### config.mk
export PLATFORM = sky130hd
export DESIGN_NAME = pipe_ctrl_flat
export DESIGN_NICKNAME = d
export VERILOG_FILES = /design/src/rtl/pipe_ctrl_pkg.sv /design/src/rtl/pipe_ctrl_if.sv /design/src/rtl/pipe_ctrl_tmo.sv /design/src/rtl/pipe_ctrl.sv /design/src/flat_wrapper.sv
export SDC_FILE = /design/constraint.sdc
export NUM_CORES = 1
export LEC_CHECK = 0
export BUFFER_PORTS_ARGS = -buffer_cell sky130_fd_sc_hd__buf_2
export CORE_MARGIN = 2
export CORE_UTILIZATION = 36
export DETAILED_ROUTE_END_ITERATION = 10
export PLACE_DENSITY = 0.79
export SYNTH_ARGS = -nofsm -noshare
export SYNTH_HDL_FRONTEND = slang
export SYNTH_SLANG_ARGS = --single-unit
### constraint.sdc
create_clock -name clk -period 1.97 [get_ports clk]
set_clock_uncertainty 0.05 [all_clocks]
set_input_delay 0.0985 -clock clk [delete_from_list [all_inputs] [get_ports clk]]
set_output_delay 0.0985 -clock clk [all_outputs]
set_load 0.02 [all_outputs]
### src/rtl/pipe_ctrl_pkg.sv
// pipe_ctrl_pkg
// Shared types and constants for the pipeline control unit.
//   state_e  : control FSM states (RUN, DIV_WAIT, BUS_WAIT)
//   hold_t   : bundle of the three hold flags driven to the pipeline
//   NOP_INSN : bubble encoding (addi x0,x0,0) used by a stage's set_data
//              path when it chooses to insert a bubble
package pipe_ctrl_pkg;

  typedef enum logic [1:0] {
    ST_RUN      = 2'd0,
    ST_DIV_WAIT = 2'd1,
    ST_BUS_WAIT = 2'd2
  } state_e;

  typedef struct packed {
    logic pc;
    logic if_id;
    logic id_ex;
  } hold_t;

  localparam logic [31:0] NOP_INSN = 32'h0000_0013;

  // Hold pattern with every stage frozen or every stage free.
  function automatic hold_t hold_all(input logic v);
    hold_t h;
    h.pc    = v;
    h.if_id = v;
    h.id_ex = v;
    return h;
  endfunction

endpackage

### src/rtl/pipe_ctrl_if.sv
// pipe_ctrl_if
// Request/response bundle between the datapath and the pipeline control
// unit.
//   master : datapath side; drives hazard/stall requests and the jump
//            target, receives PC load, hold flags, bus error and counters
//   slave  : pipe_ctrl side
// Parameter AW sets the jump address width.
interface pipe_ctrl_if #(
  parameter int AW = 32
);

  logic          jump_i;
  logic [AW-1:0] jump_addr_i;
  logic          lu_hazard_i;
  logic          div_start_i;
  logic          div_done_i;
  logic          bus_hold_i;
  logic          jump_o;
  logic [AW-1:0] jump_addr_o;
  logic          hold_pc_o;
  logic          hold_if_id_o;
  logic          hold_id_ex_o;
  logic          bus_err_o;
  logic [31:0]   stall_cnt_o;
  logic [31:0]   flush_cnt_o;

  modport master (
    output jump_i, jump_addr_i, lu_hazard_i, div_start_i, div_done_i,
           bus_hold_i,
    input  jump_o, jump_addr_o, hold_pc_o, hold_if_id_o, hold_id_ex_o,
           bus_err_o, stall_cnt_o, flush_cnt_o
  );

  modport slave (
    input  jump_i, jump_addr_i, lu_hazard_i, div_start_i, div_done_i,
           bus_hold_i,
    output jump_o, jump_addr_o, hold_pc_o, hold_if_id_o, hold_id_ex_o,
           bus_err_o, stall_cnt_o, flush_cnt_o
  );

endinterface

### src/rtl/pipe_ctrl_tmo.sv
// pipe_ctrl_tmo
// Bus-wait timeout counter: clear / enable / saturating up-counter.
//   clk, rst : clock, asynchronous active-low reset
//   clr_i    : synchronous clear (dominates enable)
//   en_i     : count one more wait cycle
//   tc_o     : high while enabled in the LIMIT-th counted cycle
// The counter holds LIMIT-1 at most, so it never wraps even if the owner
// keeps it enabled after the terminal count.
module pipe_ctrl_tmo #(
  parameter int W     = 8,
  parameter int LIMIT = 255
) (
  input  logic clk,
  input  logic rst,
  input  logic clr_i,
  input  logic en_i,
  output logic tc_o
);

  localparam logic [W-1:0] LAST = W'(LIMIT - 1);

  logic [W-1:0] cnt_r;

  // Wait-cycle counter, saturating at the terminal value
  always_ff @(posedge clk or negedge rst) begin
    if (!rst) begin
      cnt_r <= {W{1'b0}};
    end else if (clr_i) begin
      cnt_r <= {W{1'b0}};
    end else if (en_i && (cnt_r != LAST)) begin
      cnt_r <= cnt_r + {{(W-1){1'b0}}, 1'b1};
    end else begin
      cnt_r <= cnt_r;
    end
  end

  // cnt_r counts completed cycles, so the current cycle is the LIMIT-th
  // when cnt_r sits at LIMIT-1.
  assign tc_o = en_i && (cnt_r == LAST);

endmodule

### src/rtl/pipe_ctrl.sv
// pipe_ctrl
// Pipeline control unit for the 5-stage core. Collects the EX jump,
// load-use hazard, multi-cycle divide and bus-wait requests and drives the
// hold flags of the PC, IF/ID and ID/EX registers, plus the PC redirect.
//   clk    : clock, rising edge
//   rst    : asynchronous active-low reset; all outputs read 0 while low
//   pc_if  : pipe_ctrl_if.slave bundle (requests in, holds/redirect out)
// Parameters: AW jump address width, TMO_W timeout counter width,
//   BUS_TMO bus-wait cycles before a timeout (1 .. 2**TMO_W-1).
// Build option: define PIPE_CTRL_PERF_EN to get the stall/flush
//   performance counters; otherwise both counter outputs are tied to 0.
module pipe_ctrl
  import pipe_ctrl_pkg::*;
#(
  parameter int AW      = 32,
  parameter int TMO_W   = 8,
  parameter int BUS_TMO = 255
) (
  input  logic       clk,
  input  logic       rst,
  pipe_ctrl_if.slave pc_if
);

  state_e        state_r;
  logic          bus_err_r;
  logic          tmo_tc_s;
  logic          jump_s;
  logic [AW-1:0] jump_addr_s;
  hold_t         hold_s;

  pipe_ctrl_tmo #(
    .W     (TMO_W),
    .LIMIT (BUS_TMO)
  ) u_tmo (
    .clk   (clk),
    .rst   (rst),
    .clr_i (state_r != ST_BUS_WAIT),
    .en_i  (state_r == ST_BUS_WAIT),
    .tc_o  (tmo_tc_s)
  );

  // Control FSM with the registered bus-error pulse
  always_ff @(posedge clk or negedge rst) begin
    if (!rst) begin
      state_r   <= ST_RUN;
      bus_err_r <= 1'b0;
    end else begin
      bus_err_r <= 1'b0;
      case (state_r)
        ST_RUN: begin
          // Divide wins over a simultaneous bus wait.
          if (pc_if.div_start_i) begin
            state_r <= ST_DIV_WAIT;
          end else if (pc_if.bus_hold_i) begin
            state_r <= ST_BUS_WAIT;
          end else begin
            state_r <= ST_RUN;
          end
        end
        ST_DIV_WAIT: begin
          // Bus hold and repeated div_start are ignored until the result.
          if (pc_if.div_done_i) begin
            state_r <= ST_RUN;
          end else begin
            state_r <= ST_DIV_WAIT;
          end
        end
        ST_BUS_WAIT: begin
          // A bus that becomes ready on the last allowed cycle is not an
          // error.
          if (!pc_if.bus_hold_i) begin
            state_r <= ST_RUN;
          end else if (tmo_tc_s) begin
            state_r   <= ST_RUN;
            bus_err_r <= 1'b1;
          end else begin
            state_r <= ST_BUS_WAIT;
          end
        end
        default: begin
          state_r <= ST_RUN;
        end
      endcase
    end
  end

  // Prioritised hold / redirect decode; everything is zero while in reset
  always_comb begin
    jump_s      = 1'b0;
    jump_addr_s = {AW{1'b0}};
    hold_s      = hold_all(1'b0);
    if (!rst) begin
      hold_s = hold_all(1'b0);
    end else if (pc_if.jump_i) begin
      // Redirect flushes IF/ID and ID/EX; PC must stay free to load.
      // A same-cycle load-use hazard is moot because ID is flushed.
      jump_s       = 1'b1;
      jump_addr_s  = pc_if.jump_addr_i;
      hold_s.if_id = 1'b1;
      hold_s.id_ex = 1'b1;
    end else if ((state_r == ST_DIV_WAIT) && !pc_if.div_done_i) begin
      hold_s = hold_all(1'b1);
    end else if ((state_r == ST_BUS_WAIT) ||
                 ((state_r == ST_RUN) && pc_if.bus_hold_i)) begin
      // Front end frozen, ID/EX keeps draining.
      hold_s.pc    = 1'b1;
      hold_s.if_id = 1'b1;
    end else if ((state_r == ST_RUN) && pc_if.lu_hazard_i) begin
      hold_s = hold_all(1'b1);
    end else begin
      hold_s = hold_all(1'b0);
    end
  end

  assign pc_if.jump_o       = jump_s;
  assign pc_if.jump_addr_o  = jump_addr_s;
  assign pc_if.hold_pc_o    = hold_s.pc;
  assign pc_if.hold_if_id_o = hold_s.if_id;
  assign pc_if.hold_id_ex_o = hold_s.id_ex;
  assign pc_if.bus_err_o    = bus_err_r;

`ifdef PIPE_CTRL_PERF_EN
  logic [31:0] stall_cnt_r;
  logic [31:0] flush_cnt_r;

  // Performance counters: stalled PC cycles and taken redirects, wrapping
  always_ff @(posedge clk or negedge rst) begin
    if (!rst) begin
      stall_cnt_r <= 32'd0;
      flush_cnt_r <= 32'd0;
    end else begin
      if (hold_s.pc) begin
        stall_cnt_r <= stall_cnt_r + 32'd1;
      end else begin
        stall_cnt_r <= stall_cnt_r;
      end
      if (jump_s) begin
        flush_cnt_r <= flush_cnt_r + 32'd1;
      end else begin
        flush_cnt_r <= flush_cnt_r;
      end
    end
  end

  assign pc_if.stall_cnt_o = stall_cnt_r;
  assign pc_if.flush_cnt_o = flush_cnt_r;
`else
  assign pc_if.stall_cnt_o = 32'd0;
  assign pc_if.flush_cnt_o = 32'd0;
`endif

endmodule

### src/flat_wrapper.sv
// flat-port wrapper written by rule: the top's interface ports become plain ports
module pipe_ctrl_flat import pipe_ctrl_pkg::*;
#(
  parameter int AW      = 32,
  parameter int TMO_W   = 8,
  parameter int BUS_TMO = 255
)
  (clk, rst, pc_if_jump_i, pc_if_jump_addr_i, pc_if_lu_hazard_i, pc_if_div_start_i, pc_if_div_done_i, pc_if_bus_hold_i, pc_if_jump_o, pc_if_jump_addr_o, pc_if_hold_pc_o, pc_if_hold_if_id_o, pc_if_hold_id_ex_o, pc_if_bus_err_o, pc_if_stall_cnt_o, pc_if_flush_cnt_o);
  pipe_ctrl_if #(.AW(AW)) pc_if_i ();
  input  logic clk;
  input  logic rst;
  input wire logic [$bits(pc_if_i.jump_i)-1:0] pc_if_jump_i;
  input wire logic [$bits(pc_if_i.jump_addr_i)-1:0] pc_if_jump_addr_i;
  input wire logic [$bits(pc_if_i.lu_hazard_i)-1:0] pc_if_lu_hazard_i;
  input wire logic [$bits(pc_if_i.div_start_i)-1:0] pc_if_div_start_i;
  input wire logic [$bits(pc_if_i.div_done_i)-1:0] pc_if_div_done_i;
  input wire logic [$bits(pc_if_i.bus_hold_i)-1:0] pc_if_bus_hold_i;
  output wire logic [$bits(pc_if_i.jump_o)-1:0] pc_if_jump_o;
  output wire logic [$bits(pc_if_i.jump_addr_o)-1:0] pc_if_jump_addr_o;
  output wire logic [$bits(pc_if_i.hold_pc_o)-1:0] pc_if_hold_pc_o;
  output wire logic [$bits(pc_if_i.hold_if_id_o)-1:0] pc_if_hold_if_id_o;
  output wire logic [$bits(pc_if_i.hold_id_ex_o)-1:0] pc_if_hold_id_ex_o;
  output wire logic [$bits(pc_if_i.bus_err_o)-1:0] pc_if_bus_err_o;
  output wire logic [$bits(pc_if_i.stall_cnt_o)-1:0] pc_if_stall_cnt_o;
  output wire logic [$bits(pc_if_i.flush_cnt_o)-1:0] pc_if_flush_cnt_o;
  assign pc_if_i.jump_i = pc_if_jump_i;
  assign pc_if_i.jump_addr_i = pc_if_jump_addr_i;
  assign pc_if_i.lu_hazard_i = pc_if_lu_hazard_i;
  assign pc_if_i.div_start_i = pc_if_div_start_i;
  assign pc_if_i.div_done_i = pc_if_div_done_i;
  assign pc_if_i.bus_hold_i = pc_if_bus_hold_i;
  assign pc_if_jump_o = pc_if_i.jump_o;
  assign pc_if_jump_addr_o = pc_if_i.jump_addr_o;
  assign pc_if_hold_pc_o = pc_if_i.hold_pc_o;
  assign pc_if_hold_if_id_o = pc_if_i.hold_if_id_o;
  assign pc_if_hold_id_ex_o = pc_if_i.hold_id_ex_o;
  assign pc_if_bus_err_o = pc_if_i.bus_err_o;
  assign pc_if_stall_cnt_o = pc_if_i.stall_cnt_o;
  assign pc_if_flush_cnt_o = pc_if_i.flush_cnt_o;
  pipe_ctrl #(.AW(AW), .TMO_W(TMO_W), .BUS_TMO(BUS_TMO)) u_core (.clk(clk), .rst(rst), .pc_if(pc_if_i));
endmodule
==> results.sh <==
export IMPL_std_cell_rows=22
export IMPL_syn_inst=169
export IMPL_avgViaCountPerCell=4.22
export IMPL_finalHoldViolCount=0
export IMPL_crit_path_start_kind="flip-flop"
export IMPL_wire_per_inst_um=10.0
export IMPL_totalWireLength_um=2920
export IMPL_peakVddDrop_v=0.000249
export IMPL_yosysUniqueCellTypes=32
export IMPL_synth_seq_cells=11
export IMPL_power_mw=0.787
export IMPL_synth_edf_count=0
export IMPL_die_w_um=65.0
export IMPL_hold_path_class="in2reg"
export IMPL_overflow=0
export IMPL_htree_levels=1
export IMPL_first_global_vias=988
export IMPL_endpoint="pc_if_hold_id_ex_o"
export IMPL_timing_slew_headroom_pct=66.2
export IMPL_path_clk_slew_ns=0.05
export IMPL_clock_latency_ns=0.24
export IMPL_gp_congestion=0.827
export IMPL_crit_start="u_core.state_r[0]$_DFF_PN0_"
export IMPL_stdcell_count=291
export IMPL_yosysTopAreaCellShare_pct=35.9
export IMPL_ys_top_cells_by_count="buf_4 (64), and3_1 (33), dfrtp_1 (11)"
export IMPL_syn_avg_cell_area_um2=7.92
export IMPL_place_inst=286
export IMPL_tightest_slew_ns=0.507
export IMPL_cts_root_buffer="clkbuf_8"
export IMPL_ios=140
export IMPL_timing_final_crit_share_pct=86.5
export IMPL_max_cap_violations=0
export IMPL_path_max_fanout=7
export IMPL_cts_sinks=11
export IMPL_core_area_um2=3610
export IMPL_r2r_slack_ns=0.45
export IMPL_dp_final_hpwl_um=2330
export IMPL_diodes=0
export IMPL_clock_path_buffers=2
export IMPL_end_kind="primary output"
export IMPL_postCtsSetupRepairBufs=0
export IMPL_placed_area_um2=1520
export IMPL_worstRegToRegCells=5
export IMPL_yosysWarnings=0
export IMPL_async_flop_share_pct=100
export IMPL_ant_nets=0
export IMPL_synthFlopType="dfrtp_1"
export IMPL_num_vias=1227
export IMPL_preCtsSetupSlack_ns=0.462
export IMPL_yosysMostFrequentCell="buf_4"
export IMPL_setup_slack_ns=0.266
export IMPL_yosysSeqAreaShare_pct=20.6
export IMPL_dieHeight_um=65.0
export IMPL_ctsHoldBuffers=1
export IMPL_crit_arrival_ns=1.56
export IMPL_synth_area_um2=1340
export IMPL_portBuffers=75
export IMPL_fp_dieArea_um2=4220
export IMPL_cp_required_ns=1.82
export IMPL_fin_crit_ns=1.70
export IMPL_r2r_end="u_core.u_tmo.cnt_r[7]$_DFFE_PN0P_"
export IMPL_cts_made_buffers=3
export IMPL_grt_pass1_wl_um=4410
export IMPL_power_static_leakage_nw=1.02
export IMPL_synth_area_leaders="buf_4 (36%), dfrtp_1 (21%), and3_1 (15%), ha_1 (1.9%), nand2b_1 (1.9%)"
export IMPL_status="finished, final reports clean"
export IMPL_grt_max_degree=41
export IMPL_fmax_ghz=0.587
export IMPL_final_util_pct=43.5
export IMPL_hold_depth=2
export IMPL_worstSetupPathType="reg2out"
export IMPL_hold_ws_ns=0.0250
export IMPL_maxSlewViolCount=0
export IMPL_reg2reg_from="u_core.u_tmo.cnt_r[0]$_DFFE_PN0P_"
export IMPL_first_iter_violations=43
export IMPL_final_layout_size_suffix_gt1_share_pct=34.6
export IMPL_initial_utilization_pct=37.1
export IMPL_layout_nets=285
export IMPL_area_growth_pct=17.3
export IMPL_yosys_area_top_type="buf_4"
export IMPL_fin_area_um2=1570
export IMPL_rsz0062_at_grt="false"
export IMPL_drtPass1Iterations=4
export IMPL_setup_tns_ns=0
export IMPL_setup_viol=0
export IMPL_powerDensity_nw_per_um2=501
export IMPL_grt_antenna_before_repair=0
export IMPL_ctsResizeCount=0
export IMPL_grt_util_all_layers_pct=13.1
export IMPL_drc_errors=0
export IMPL_cts_tree="yes"
area by class of cell:
class | instances | area [um2]
fill | 368 | 2040
multi-input combinational | 146 | 778
timing repair buffer | 77 | 393
sequential | 11 | 275
tap | 48 | 60.1
clock buffer | 4 | 45.0
inverter | 5 | 18.8
registers in the layout (all words and copies together), names as in the netlist:
| register | count |
|---|---|
| u_core.pc_if.bus_err_o | 1 |
| u_core.state_r | 2 |
| u_core.u_tmo.cnt_r | 8 |
worst min path at each step:
stage | start | end | slack (ns)
after CTS | pc_if_div_start_i | u_core.state_r[1]$_DFF_PN0_ | 0.02
final | pc_if_div_start_i | u_core.state_r[1]$_DFF_PN0_ | 0.02
after global routing | pc_if_div_start_i | u_core.state_r[1]$_DFF_PN0_ | 0.04
after floorplan | rst | u_core.pc_if.bus_err_o$_DFF_PN0_ | -0.25
after detailed placement | rst | u_core.u_tmo.cnt_r[6]$_DFFE_PN0P_ | 0.05
after global placement | rst | u_core.u_tmo.cnt_r[6]$_DFFE_PN0P_ | 0.04
worst max-delay path, stage by stage (launching register included):
cell     delay [ns]
dfrtp_1        0.42
or3b_2         0.47
a21oi_1        0.15
o21a_1         0.12
buf_2          0.16
metal layers:
| metal | GRT usage (%) | vias up | wire length (um) |
|---|---|---|---|
| li1 | - | 605 | - |
| met2 | 23.7 | 71 | 1430 |
| met4 | 7.18 | 0 | 65 |
| met5 | 0 | - | 0 |
| met3 | 1.22 | 5 | 257 |
| met1 | 15.1 | 546 | 1170 |
logic make-up (layout without fill, tap and decap cells):
family	count (synthesis)	in the layout	share of synthesized area, %
buf+inv	75	86	39.0
flops	11	11	20.6
other cells	1	64	0.280
fa+ha+maj	2	2	1.87
compound gates	19	19	9.72
simple gates	59	59	27.1
mux	2	2	1.50
power by group:
group          total (mW)  switching [mW]  internal (mW)  leakage, nW
logic               0.307           0.218         0.0892        0.843
registers           0.249          0.0139          0.236        0.151
clock network       0.231          0.0882          0.142       0.0228
total               0.787           0.320          0.467         1.02
cell usage in the layout (no fill, tap or decap), types with 2 or more instances in the layout:
cell / count
clkbuf_8: 3
nand3_1: 3
nand4_1: 2
dfrtp_1: 11
mux2i_1: 2
nor3_1: 4
a21oi_1: 3
inv_1: 5
nand2_1: 5
ha_1: 2
nand2b_1: 4
a31oi_1: 2
and3_1: 33
o21ai_0: 4
a211oi_1: 3
buf_2: 75
conb_1: 64
Power figures use the tool's default switching activity.
